===== src/rtl/mfb_eth_port_merge_pkg.sv =====
// Shared types and width helpers for the Ethernet-port MFB merger.
package mfb_eth_port_merge_pkg;

  typedef enum logic {
    ST_IDLE,
    ST_LOCKED
  } merge_state_t;

  // ceil(log2(n)), never below 1 so that single-port or single-item builds keep real vectors
  function automatic int unsigned clog2_min1(input int unsigned n);
    int unsigned w;
    w = 0;
    while ((32'd1 << w) < n) w++;
    return (w == 0) ? 1 : w;
  endfunction

  function automatic int unsigned mfb_data_width(input int unsigned region_size,
                                                 input int unsigned block_size,
                                                 input int unsigned item_width);
    return region_size * block_size * item_width;
  endfunction

endpackage


===== src/rtl/mfb_eth_port_merge_arb.sv =====
// Round-robin selector: first requester at or after ptr, wrapping, as a one-hot grant.
module rr_arbiter #(
  parameter int unsigned PORTS = 2,
  parameter int unsigned PTR_W = 1
) (
  input  logic [PORTS-1:0] req,
  input  logic [PTR_W-1:0] ptr,
  output logic [PORTS-1:0] grant
);

  int unsigned idx;
  logic        found;

  always_comb begin
    grant = '0;
    found = 1'b0;
    idx   = 0;
    for (int unsigned k = 0; k < PORTS; k++) begin
      idx = (32'(ptr) + k) % PORTS;
      if (!found && req[idx]) begin
        grant[idx] = 1'b1;
        found      = 1'b1;
      end
    end
  end

endmodule


===== src/rtl/mfb_eth_port_merge.sv =====
// Merges PORTS MFB streams into one at packet granularity with a single output register stage.
module mfb_eth_port_merge
  import mfb_eth_port_merge_pkg::*;
#(
  parameter int unsigned PORTS       = 2,
  parameter int unsigned REGION_SIZE = 8,
  parameter int unsigned BLOCK_SIZE  = 8,
  parameter int unsigned ITEM_WIDTH  = 8,
  parameter int unsigned META_WIDTH  = 24,
  parameter string       DEVICE      = "AGILEX",
  localparam int unsigned DW  = mfb_data_width(REGION_SIZE, BLOCK_SIZE, ITEM_WIDTH),
  localparam int unsigned SPW = clog2_min1(REGION_SIZE),
  localparam int unsigned EPW = clog2_min1(REGION_SIZE * BLOCK_SIZE),
  localparam int unsigned IDW = clog2_min1(PORTS)
) (
  input  logic                        CLK,
  input  logic                        RESET,
  input  logic [PORTS*DW-1:0]         RX_MFB_DATA,
  input  logic [PORTS*META_WIDTH-1:0] RX_MFB_META,
  input  logic [PORTS-1:0]            RX_MFB_SOF,
  input  logic [PORTS-1:0]            RX_MFB_EOF,
  input  logic [PORTS*SPW-1:0]        RX_MFB_SOF_POS,
  input  logic [PORTS*EPW-1:0]        RX_MFB_EOF_POS,
  input  logic [PORTS-1:0]            RX_MFB_SRC_RDY,
  output logic [PORTS-1:0]            RX_MFB_DST_RDY,
  output logic [DW-1:0]               TX_MFB_DATA,
  output logic [IDW+META_WIDTH-1:0]   TX_MFB_META,
  output logic                        TX_MFB_SOF,
  output logic                        TX_MFB_EOF,
  output logic [SPW-1:0]              TX_MFB_SOF_POS,
  output logic [EPW-1:0]              TX_MFB_EOF_POS,
  output logic                        TX_MFB_SRC_RDY,
  input  logic                        TX_MFB_DST_RDY
);

  merge_state_t          state;
  logic [IDW-1:0]        lock_port;
  logic [IDW-1:0]        rr;
  logic [IDW-1:0]        grant_idx;
  logic [IDW-1:0]        sel_port;
  logic [PORTS-1:0]      grant;
  logic                  out_ready;
  logic                  sel_valid;
  logic                  xfer;
  logic                  stays_open;
  logic [DW-1:0]         sel_data;
  logic [META_WIDTH-1:0] sel_meta;
  logic                  sel_sof;
  logic                  sel_eof;
  logic [SPW-1:0]        sel_sof_pos;
  logic [EPW-1:0]        sel_eof_pos;

  logic [DW-1:0]             tx_data;
  logic [IDW+META_WIDTH-1:0] tx_meta;
  logic                      tx_sof;
  logic                      tx_eof;
  logic [SPW-1:0]            tx_sof_pos;
  logic [EPW-1:0]            tx_eof_pos;
  logic                      tx_src_rdy;

  rr_arbiter #(
    .PORTS(PORTS),
    .PTR_W(IDW)
  ) u_rr_arbiter (
    .req  (RX_MFB_SRC_RDY),
    .ptr  (rr),
    .grant(grant)
  );

  always_comb begin
    grant_idx = '0;
    for (int unsigned i = 0; i < PORTS; i++) begin
      if (grant[i]) grant_idx = IDW'(i);
    end
  end

  assign sel_port  = (state == ST_LOCKED) ? lock_port : grant_idx;
  assign out_ready = !tx_src_rdy || TX_MFB_DST_RDY;

  always_comb begin
    sel_valid   = 1'b0;
    sel_data    = '0;
    sel_meta    = '0;
    sel_sof     = 1'b0;
    sel_eof     = 1'b0;
    sel_sof_pos = '0;
    sel_eof_pos = '0;
    for (int unsigned i = 0; i < PORTS; i++) begin
      if (IDW'(i) == sel_port) begin
        sel_valid   = RX_MFB_SRC_RDY[i];
        sel_data    = RX_MFB_DATA[i*DW +: DW];
        sel_meta    = RX_MFB_META[i*META_WIDTH +: META_WIDTH];
        sel_sof     = RX_MFB_SOF[i];
        sel_eof     = RX_MFB_EOF[i];
        sel_sof_pos = RX_MFB_SOF_POS[i*SPW +: SPW];
        sel_eof_pos = RX_MFB_EOF_POS[i*EPW +: EPW];
      end
    end
  end

  assign xfer = sel_valid && out_ready && !RESET;

  always_comb begin
    RX_MFB_DST_RDY = '0;
    if (!RESET && out_ready && (state == ST_LOCKED || |grant)) begin
      for (int unsigned i = 0; i < PORTS; i++) begin
        if (IDW'(i) == sel_port) RX_MFB_DST_RDY[i] = 1'b1;
      end
    end
  end

  // A word carrying EOF and a later SOF closes one packet and opens the next one on the same port
  always_comb begin
    stays_open = (sel_sof && !sel_eof)
              || (sel_sof && sel_eof && (32'(sel_sof_pos) * BLOCK_SIZE > 32'(sel_eof_pos)))
              || (!sel_sof && !sel_eof && state == ST_LOCKED);
  end

  always_ff @(posedge CLK) begin
    if (RESET) begin
      state      <= ST_IDLE;
      lock_port  <= '0;
      rr         <= '0;
      tx_src_rdy <= 1'b0;
    end else begin
      if (xfer) begin
        tx_src_rdy <= 1'b1;
        state      <= stays_open ? ST_LOCKED : ST_IDLE;
        lock_port  <= sel_port;
        if (state == ST_IDLE) begin
          rr <= (sel_port == IDW'(PORTS - 1)) ? '0 : sel_port + IDW'(1);
        end
      end else if (TX_MFB_DST_RDY) begin
        tx_src_rdy <= 1'b0;
      end
    end
  end

  always_ff @(posedge CLK) begin
    if (xfer) begin
      tx_data    <= sel_data;
      tx_meta    <= {sel_port, sel_meta};
      tx_sof     <= sel_sof;
      tx_eof     <= sel_eof;
      tx_sof_pos <= sel_sof_pos;
      tx_eof_pos <= sel_eof_pos;
    end
  end

  assign TX_MFB_DATA    = tx_data;
  assign TX_MFB_META    = tx_meta;
  assign TX_MFB_SOF     = tx_sof;
  assign TX_MFB_EOF     = tx_eof;
  assign TX_MFB_SOF_POS = tx_sof_pos;
  assign TX_MFB_EOF_POS = tx_eof_pos;
  assign TX_MFB_SRC_RDY = tx_src_rdy;

endmodule


===== config.mk =====
export PLATFORM = sky130hd
export DESIGN_NAME = mfb_eth_port_merge
export DESIGN_NICKNAME = d
export VERILOG_FILES = /design/src/rtl/mfb_eth_port_merge_pkg.sv /design/src/rtl/mfb_eth_port_merge_arb.sv /design/src/rtl/mfb_eth_port_merge.sv
export SDC_FILE = /design/constraint.sdc
export NUM_CORES = 1
export LEC_CHECK = 0
export ABC_AREA = 1
export CAP_MARGIN = 15
export CORE_AREA = 2 2 652 654
export DETAILED_ROUTE_END_ITERATION = 16
export DIE_AREA = 0 0 654 656
export PLACE_DENSITY_LB_ADDON = 0.12
export SLEW_MARGIN = 40
export SYNTH_ARGS = -nofsm -noshare
export SYNTH_HDL_FRONTEND = slang
export SYNTH_HIERARCHICAL = 1
export SYNTH_SLANG_ARGS = --single-unit

===== constraint.sdc =====
create_clock -name CLK -period 24.8 [get_ports CLK]
set_clock_uncertainty 0.1 [all_clocks]
set_input_delay 3.72 -clock CLK [delete_from_list [all_inputs] [get_ports CLK]]
set_output_delay 3.72 -clock CLK [all_outputs]
set_load 0.1 [all_outputs]

**Word-level counts from Yosys, hierarchy flattened**

Index checks and enable logic that the tools add are counted.

- Register bits: 552
- Input bits: 1099
- Output and inout bits: 551
- Logic and storage cells: 70

- $add $sub $neg: 2
- Magnitude comparators: 5
- Muxes and demuxes: 27
- Bitwise logic cells: 2
- Reduce and logical (&&, ||, !) cells: 24

Operators with widths:

| kind | number |
|---|---|
| 512-bit 2-to-1 mux | 1 |
| 24-bit 2-to-1 mux | 1 |
| 1-bit 2-to-1 mux | 18 |
| 1-bit logical AND | 12 |
| 6-bit > comparator | 1 |
| 2-bit 2-to-1 mux | 3 |
| 6-bit 2-to-1 mux | 1 |
| 1-bit zero test | 5 |
| 1-bit logical OR | 4 |
| 1-bit by 2-bit < comparator with 1-bit output (second input constant) | 2 |
| 3-bit 2-to-1 mux | 1 |
| 1-bit adder (second input constant) | 2 |
| 1-bit demux with 1-bit select | 2 |
| 1-bit >= comparator (second input constant) | 2 |
| 2-bit bitwise OR | 1 |
| 2-bit AND reduction | 1 |
| 2-bit nonzero test | 1 |
| 2-bit OR reduction | 1 |
| 1-bit NOT | 1 |

**Logic depth before layout (Yosys ltp)**

Gate-level depths: netlist (run 1).

- Depth after elaboration: 15
- Depth in mapped cells: 16

**Hierarchy**

The synthesis (run 1) kept the hierarchy.

By module, submodules not included:

| module | times used | cells each | area an instance (sq um) | seq. area each (sq um) |
|---|---|---|---|---|
| mfb_eth_port_merge | 1 | 2364 | 24186.9 | 16535.9 |
| rr_arbiter | 1 | 5 | 20.0 | 0.0 |

**Least setup slack after synthesis (run 1)**

OpenSTA, ideal clock, no wires.

- Kind: in2reg
- From: input port RX_MFB_SRC_RDY[0]
- To: register state
- Library setup time: 0.129 ns
- Arrival time: 19.121 ns
- Required time: 24.571 ns
- Slack: 5.451 ns
- Stages: 11
- Cells stage by stage: inv_1 nand2_1 nand2_1 inv_1 nand2_2 nand2_2 nor2_1 nor2_2 inv_1 nor2_1 a21oi_1

- Elaborated cells between the ends (all ways): 30

RTL lines:

| item | line | text |
|---|---|---|
| start: declaration | mfb_eth_port_merge.sv:24 | `input logic [PORTS-1:0] RX_MFB_SRC_RDY,` |
| 1-bit 2-to-1 mux (not written as such) (2 in series) | mfb_eth_port_merge_arb.sv:20 | `if (!found && req[idx]) begin` |
| 1-bit 2-to-1 mux | mfb_eth_port_merge_arb.sv:20 |  |
| 1-bit zero test | mfb_eth_port_merge_arb.sv:20 |  |
| 1-bit logical AND | mfb_eth_port_merge_arb.sv:20 |  |
| 2-bit 2-to-1 mux (*) | mfb_eth_port_merge_arb.sv:20 |  |
| named net grant[1] | mfb_eth_port_merge.sv:41 | `logic [PORTS-1:0] grant;` |
| 1-bit 2-to-1 mux (*) | mfb_eth_port_merge.sv:73 | `if (grant[i]) grant_idx = IDW'(i);` |
| 1-bit 2-to-1 mux (*) | mfb_eth_port_merge.sv:77 | `assign sel_port = (state == ST_LOCKED) ? lock_port : grant_idx;` |
| 1-bit 2-to-1 mux (*) | mfb_eth_port_merge.sv:89 | `if (IDW'(i) == sel_port) begin` |
| 1-bit logical AND (*) (2 in series) | mfb_eth_port_merge.sv:101 | `assign xfer = sel_valid && out_ready && !RESET;` |
| named net xfer | mfb_eth_port_merge.sv:44 | `logic xfer;` |
| end signal: assignment | mfb_eth_port_merge.sv:128 | `state <= stays_open ? ST_LOCKED : ST_IDLE;` |
| end: declaration | mfb_eth_port_merge.sv:36 | `merge_state_t state;` |

Mark *: on every way through the listed nets, which the timed path passes. The rest lies on a longest branch. The select of a mux whose other input is x is not followed.
A chain may end at the register's enable or synchronous reset.

**Worst setup path after layout (run 1)**

- From: input port RX_MFB_SRC_RDY[1]
- To: output port RX_MFB_DST_RDY[1]

- Cells in the longest elaborated chain, start to end: 10
- Elaborated cells between the ends (all ways): 17

RTL lines:

| item | line | text |
|---|---|---|
| 1-bit 2-to-1 mux (not written as such) (2 in series) | mfb_eth_port_merge_arb.sv:20 |  |
| 1-bit 2-to-1 mux | mfb_eth_port_merge_arb.sv:20 |  |
| 1-bit zero test | mfb_eth_port_merge_arb.sv:20 |  |
| 1-bit logical AND | mfb_eth_port_merge_arb.sv:20 |  |
| 2-bit 2-to-1 mux (*) | mfb_eth_port_merge_arb.sv:20 |  |
| named net grant[1] | mfb_eth_port_merge.sv:41 |  |
| 1-bit 2-to-1 mux or 2-bit OR reduction (tied branches) | mfb_eth_port_merge.sv:73, mfb_eth_port_merge.sv:105 |  |
| 1-bit 2-to-1 mux or 1-bit logical OR (tied branches) | mfb_eth_port_merge.sv:77, mfb_eth_port_merge.sv:105 |  |
| 1-bit 2-to-1 mux or 1-bit logical AND (tied branches) | mfb_eth_port_merge.sv:107, mfb_eth_port_merge.sv:105 |  |
| 2-bit 2-to-1 mux (*) | mfb_eth_port_merge.sv:105 | `if (!RESET && out_ready && (state == ST_LOCKED \|\| \|grant)) begin` |
| end: declaration | mfb_eth_port_merge.sv:25 | `output logic [PORTS-1:0] RX_MFB_DST_RDY,` |

Marks and branches as above.

==> results of run 1 <==
[cells by family after synthesis]
logic type / synth area share [%]
DFF: 68.3
and+or+nand+nor: 25.9
adders and majority gates: 0.155
buffers and inverters: 5.33
AOI/OAI and AO/OA: 0.320
[worst min path at each step]
stage,start,end,slack (ns)
global route,lock_port$_SDFFE_PP0P_,lock_port$_SDFFE_PP0P_,0.41
floorplan,lock_port$_SDFFE_PP0P_,lock_port$_SDFFE_PP0P_,0.35
detailed placement,lock_port$_SDFFE_PP0P_,lock_port$_SDFFE_PP0P_,0.37
finish,lock_port$_SDFFE_PP0P_,lock_port$_SDFFE_PP0P_,0.37
CTS,lock_port$_SDFFE_PP0P_,lock_port$_SDFFE_PP0P_,0.38
global placement,lock_port$_SDFFE_PP0P_,lock_port$_SDFFE_PP0P_,0.37
[cell usage after synthesis]
library cell	instances	area, um^2
buf_2	20	100
inv_2	3	11.3
o21ai_0	3	15.0
nand3_1	6	30.0
buf_8	1	15.0
dfxtp_1	4	80.1
nor2_1	8	30.0
a21oi_1	7	35.0
nand2_2	4	25.0
buf_6	97	1090
o21a_1	1	7.51
or2_1	2	12.5
nand2_1	1640	6160
edfxtp_1	548	16500
nor2_2	1	6.26
o21ai_1	4	20.0
and2_0	1	6.26
buf_4	3	22.5
ha_1	3	37.5
inv_1	13	48.8
[critical path, cell delays in order]
cell	delay, ns
clkdlybuf4s50_1	0.54
nand2_1	0.08
nand2_1	0.14
inv_1	0.08
nand2_2	0.13
nand2_8	0.24
nor2_1	0.21
buf_2	0.44
[state kept, by name (all words and copies together), names as in the netlist, 3 cells and up]
register        flops
TX_MFB_DATA       512
TX_MFB_META        25
TX_MFB_EOF_POS      6
TX_MFB_SOF_POS      3
[placed cells by master, fill, tap and decap left out, types with 3 or more instances in the layout]
cell	n
clkinvlp_4	3
clkbuf_16	92
clkdlybuf4s50_1	1098
dfxtp_1	4
inv_2	3
clkinv_2	11
bufinv_16	6
buf_12	3
nand3_1	6
diode_2	32
buf_6	9
inv_1	13
inv_6	3
buf_4	262
o21ai_0	3
nand2_1	1640
nor2_1	8
clkinv_1	28
clkbuf_1	15
a21oi_1	7
edfxtp_1	548
buf_2	301
ha_1	3
[report_power, final]
group | total, mW | leakage [nW] | switching [mW] | internal (mW)
Clock | 1.28 | 1.36 | 0.541 | 0.739
Combinational | 1.40 | 11.8 | 1.10 | 0.298
Sequential | 1.24 | 5.22 | 0.0711 | 1.17
[layout make-up]
| type | count | area [um^2] |
|---|---|---|
| Fill cell | 48830 | 375000 |
| Sequential cell | 552 | 16500 |
| Timing Repair Buffer | 1677 | 14700 |
| Tap cell | 5663 | 7090 |
| Multi-Input combinational cell | 1680 | 6420 |
| Clock buffer | 107 | 2360 |
| Clock inverter | 55 | 443 |
| Antenna cell | 32 | 80.1 |
| Inverter | 16 | 60.1 |
[layer usage]
layer | vias up | wire length (um) | share of wire (%)
met1 | 11467 | 92500 | 36
met3 | 212 | 28200 | 11
met4 | 28 | 7420 | 2.8
met2 | 1097 | 132000 | 51
li1 | 10991 | - | -
met5 | - | 309 | 0.12
==> run metrics, run 1 <==
# rows=239; drc violations=0; Num CTS Buffers=91; crit path capture=RX_MFB_DST_RDY[1]; Initial Utilization=5.73%; Mapped Nets=3,471; Yosys Warn Count=6; clk sinks=552; pin count of the biggest net entering global routing=127; max-slew violation count=0; min cycle time layout=9.41 ns; CTS tree=done; critical path peak fanout=68; Final setup viols=0; Worst Reg-to-Reg Cells=12; Final Instance Area=47,700 um^2; worst skew pair latency=0.80 ns; synthesized area=24,200 um^2; reg2reg start=rr$_SDFFE_PP0P_; Fin Setup TNS=0 ns; Least-Margin Pin Slew=0.851 ns; Core Util, Final=11.3%; CTS max path bufs=4; DR pass1 iterations=6; relative slew slack=43.6%; Gates resized, CTS repair=0; Clk Tree Root Cell=clkbuf_16; DP Area=44,700 um^2; GRT Total Usage=11.6%; pre-CTS setup slack=15.29 ns; post-DR wirelength/cell=26.6 um; clk slew on worst S/H paths=0.05 ns; I/O Pins=1,650; die width=654 um; Final Cycle Share=38.0%; count of input and output buffers=1,649; crit path capture type=output pin; Hold Crit Class=reg -> reg; r2r setup slk=19.25 ns; WP data required=20.98 ns; Post-Syn Instances=2,369; GRT busiest layer=met2; sequential fraction of the synthesis area=68.3%; pwr dens=82.2 nW/um^2; Mapped Avg Cell Area=10.2 um^2; Final Hold Vio Count=0; Final Power=3.92 mW; Via Count=23,795; fmax=106 MHz; 1st-iter DRT viols=1,435; Crit Path Class=in -> out; met3 Use GR=5.45%; VDD IR max=0.0431 mV; die area=429,000 um^2; Setup WS post-layout=15.39 ns; Synth Register Bits=552; Setup Fix Bufs, Post-CTS=0; status=finished clean; grt total ovfl=0; Total Wirelength=260,000 um; initial antenna violation count=60; core area=422,000 um^2; met2 usage=21.0%; Leak=18.4 nW; Data arrival, critical path=5.59 ns; Max Cap Violations=0; met1 GRT Util=11.9%; first-pass GRT wire length=315,000 um; H-tree depth=3; Post-Place Cells=9,585; vias in the first global route=25,091; Post-CTS Hold Buffers=0; routability cong.=0.866; crit path from=RX_MFB_SRC_RDY[1]; fin cells=9,782; Routed Antenna Nets=0; Unique masters post-synth=20; share of cells above drive strength 1=17.3%; drt via density=2.43; type of origin of the critical path=input pin; r2r endpoint=TX_MFB_DATA[260]$_DFFE_PP_; nets=5,120; Worst Hold Depth=2; area delta synth->final=97.0%; final hold slack=0.375 ns; DP HPWL=225,000 um; Die Y=656 um; RSZ-0062 raised after global routing=false
Note: power is estimated with default switching activity, not from simulation.
==> run 2, diff against run 1 <==
- clock period: 24.8 -> 8.95 ns (I/O delays scaled with it)
==> run metrics, run 2 (synthesized netlist as in run 1, its figures left out) <==
status=finished clean; hold path endpoint=lock_port$_SDFFE_PP0P_; # rows=239; Data arrival, critical path=3.52 ns; worst skew pair latency=0.78 ns; initial antenna violation count=55; Final setup viols=0; Die Y=656 um; Fin Setup TNS=0 ns; clk slew on worst S/H paths=0.05 ns; max-slew violation count=0; Worst Reg-to-Reg Cells=10; commonest non-fill, non-tap cell in the layout=nand2_1; fmax=202 MHz; Setup WS post-layout=3.99 ns; drt via density=2.45; CTS max path bufs=4; Least-Margin Pin Slew=0.969 ns; nets=5,119; critical path peak fanout=90; most frequent cells in the layout=nand2_1, clkdlybuf4s50_1, edfxtp_1, buf_2, buf_4; first-pass GRT wire length=317,000 um; vias in the first global route=25,594; routability cong.=0.854; Hold Crit Class=reg -> reg; DP HPWL=224,000 um; WP data required=7.51 ns; Final Hold Vio Count=0; Final Power=11.0 mW; reg2reg start=rr$_SDFFE_PP0P_; Max Cap Violations=0; DR pass1 iterations=5; grt total ovfl=0; min cycle time layout=4.96 ns; VDD IR max=0.134 mV; drc violations=0; CTS tree=done; Setup Fix Bufs, Post-CTS=0; pre-CTS setup slack=3.40 ns; die area=429,000 um^2; Clk Tree Root Cell=clkbuf_16; Largest register FFs=512; Leak=18.5 nW; Num CTS Buffers=92; crit path capture type=output pin; Final Cycle Share=55.4%; RSZ-0062 raised after global routing=false; r2r endpoint=TX_MFB_DATA[84]$_DFFE_PP_; hold_sp=lock_port$_SDFFE_PP0P_; type of origin of the critical path=input pin; Via Count=23,892; clk sinks=552; Worst Hold Depth=2; 1st-iter DRT viols=1,403; core area=422,000 um^2; Post-CTS Hold Buffers=0; post-DR wirelength/cell=26.6 um; share of cells above drive strength 1=17.6%; Total Wirelength=259,000 um; Crit Path Class=in -> out; GRT Total Usage=11.6%; r2r setup slk=5.31 ns; count of input and output buffers=1,649; Initial Utilization=5.73%; pin count of the biggest net entering global routing=129; H-tree depth=3; I/O Pins=1,650; area delta synth->final=97.7%; die width=654 um; Routed Antenna Nets=0; Gates resized, CTS repair=0; relative slew slack=35.4%; pwr dens=231 nW/um^2
==> run 2: area by class of cell <==
class | instances | area, um^2
clock buffer | 112 | 2400
sequential | 552 | 16500
multi-input combinational | 1680 | 6430
timing repair buffer | 1675 | 14700
fill | 48734 | 374000
antenna | 10 | 25.0
clock inverter | 55 | 583
tap | 5663 | 7090
inverter | 16 | 72.6
==> run 2: through the flow <==
| step | hold slack, ns | cell area [um^2] | utilization, % | std cells |
|---|---|---|---|---|
| 2_1_floorplan | 0.343 | 24200 | - | 2369 |
| 3_3_place_gp | 0.363 | 46200 | 10.9 | 9583 |
| 3_5_place_dp | 0.361 | 44900 | 10.6 | 9586 |
| 4_1_cts | 0.373 | 47800 | 11.3 | 9753 |
| 5_1_grt | 0.382 | 47800 | 11.3 | 9755 |
| 6_report | 0.373 | 47900 | 11.3 | 9763 |
==> run 2: how the worst max path moves through the flow <==
stage / startpoint / to / slack, ns / cells past startpoint
after global placement: TX_MFB_DST_RDY / RX_MFB_DST_RDY[1] / 2.85 / 6
final: RX_MFB_SRC_RDY[0] / RX_MFB_DST_RDY[1] / 3.99 / 9
after detailed placement: RX_MFB_SRC_RDY[0] / TX_MFB_DATA[249]$_DFFE_PP_ / 3.40 / 11
after global routing: RX_MFB_SRC_RDY[1] / RX_MFB_DST_RDY[1] / 3.83 / 8
after CTS: TX_MFB_DST_RDY / RX_MFB_DST_RDY[1] / 3.84 / 6
after floorplan: RX_MFB_SRC_RDY[0] / state$_SDFFE_PP0P_ / -1.58 / 10
==> run 2: worst max-delay path, stage by stage <==
cell             delay (ns)
clkdlybuf4s50_1        0.56
inv_12                 0.10
nand2_2                0.07
nand2_2                0.13
inv_2                  0.05
nand2_2                0.13
nand2_8                0.38
nor2_1                 0.24
buf_2                  0.45
==> run 2: metal layers <==
layer / wire, um / track usage, % / vias up
li1: - / - / 10960
met3: 22900 / 4.34 / 175
met5: 82 / 0 / -
met2: 135000 / 21.7 / 1084
met1: 96700 / 12.6 / 11661
met4: 4490 / 1.88 / 12
==> run 2: where the power goes <==
group / leakage (nW) / internal, mW / switching (mW)
Clock: 1.45 / 2.22 / 1.51
Combinational: 11.8 / 0.834 / 3.08
Sequential: 5.22 / 3.24 / 0.173
Total: 18.5 / 6.29 / 4.76
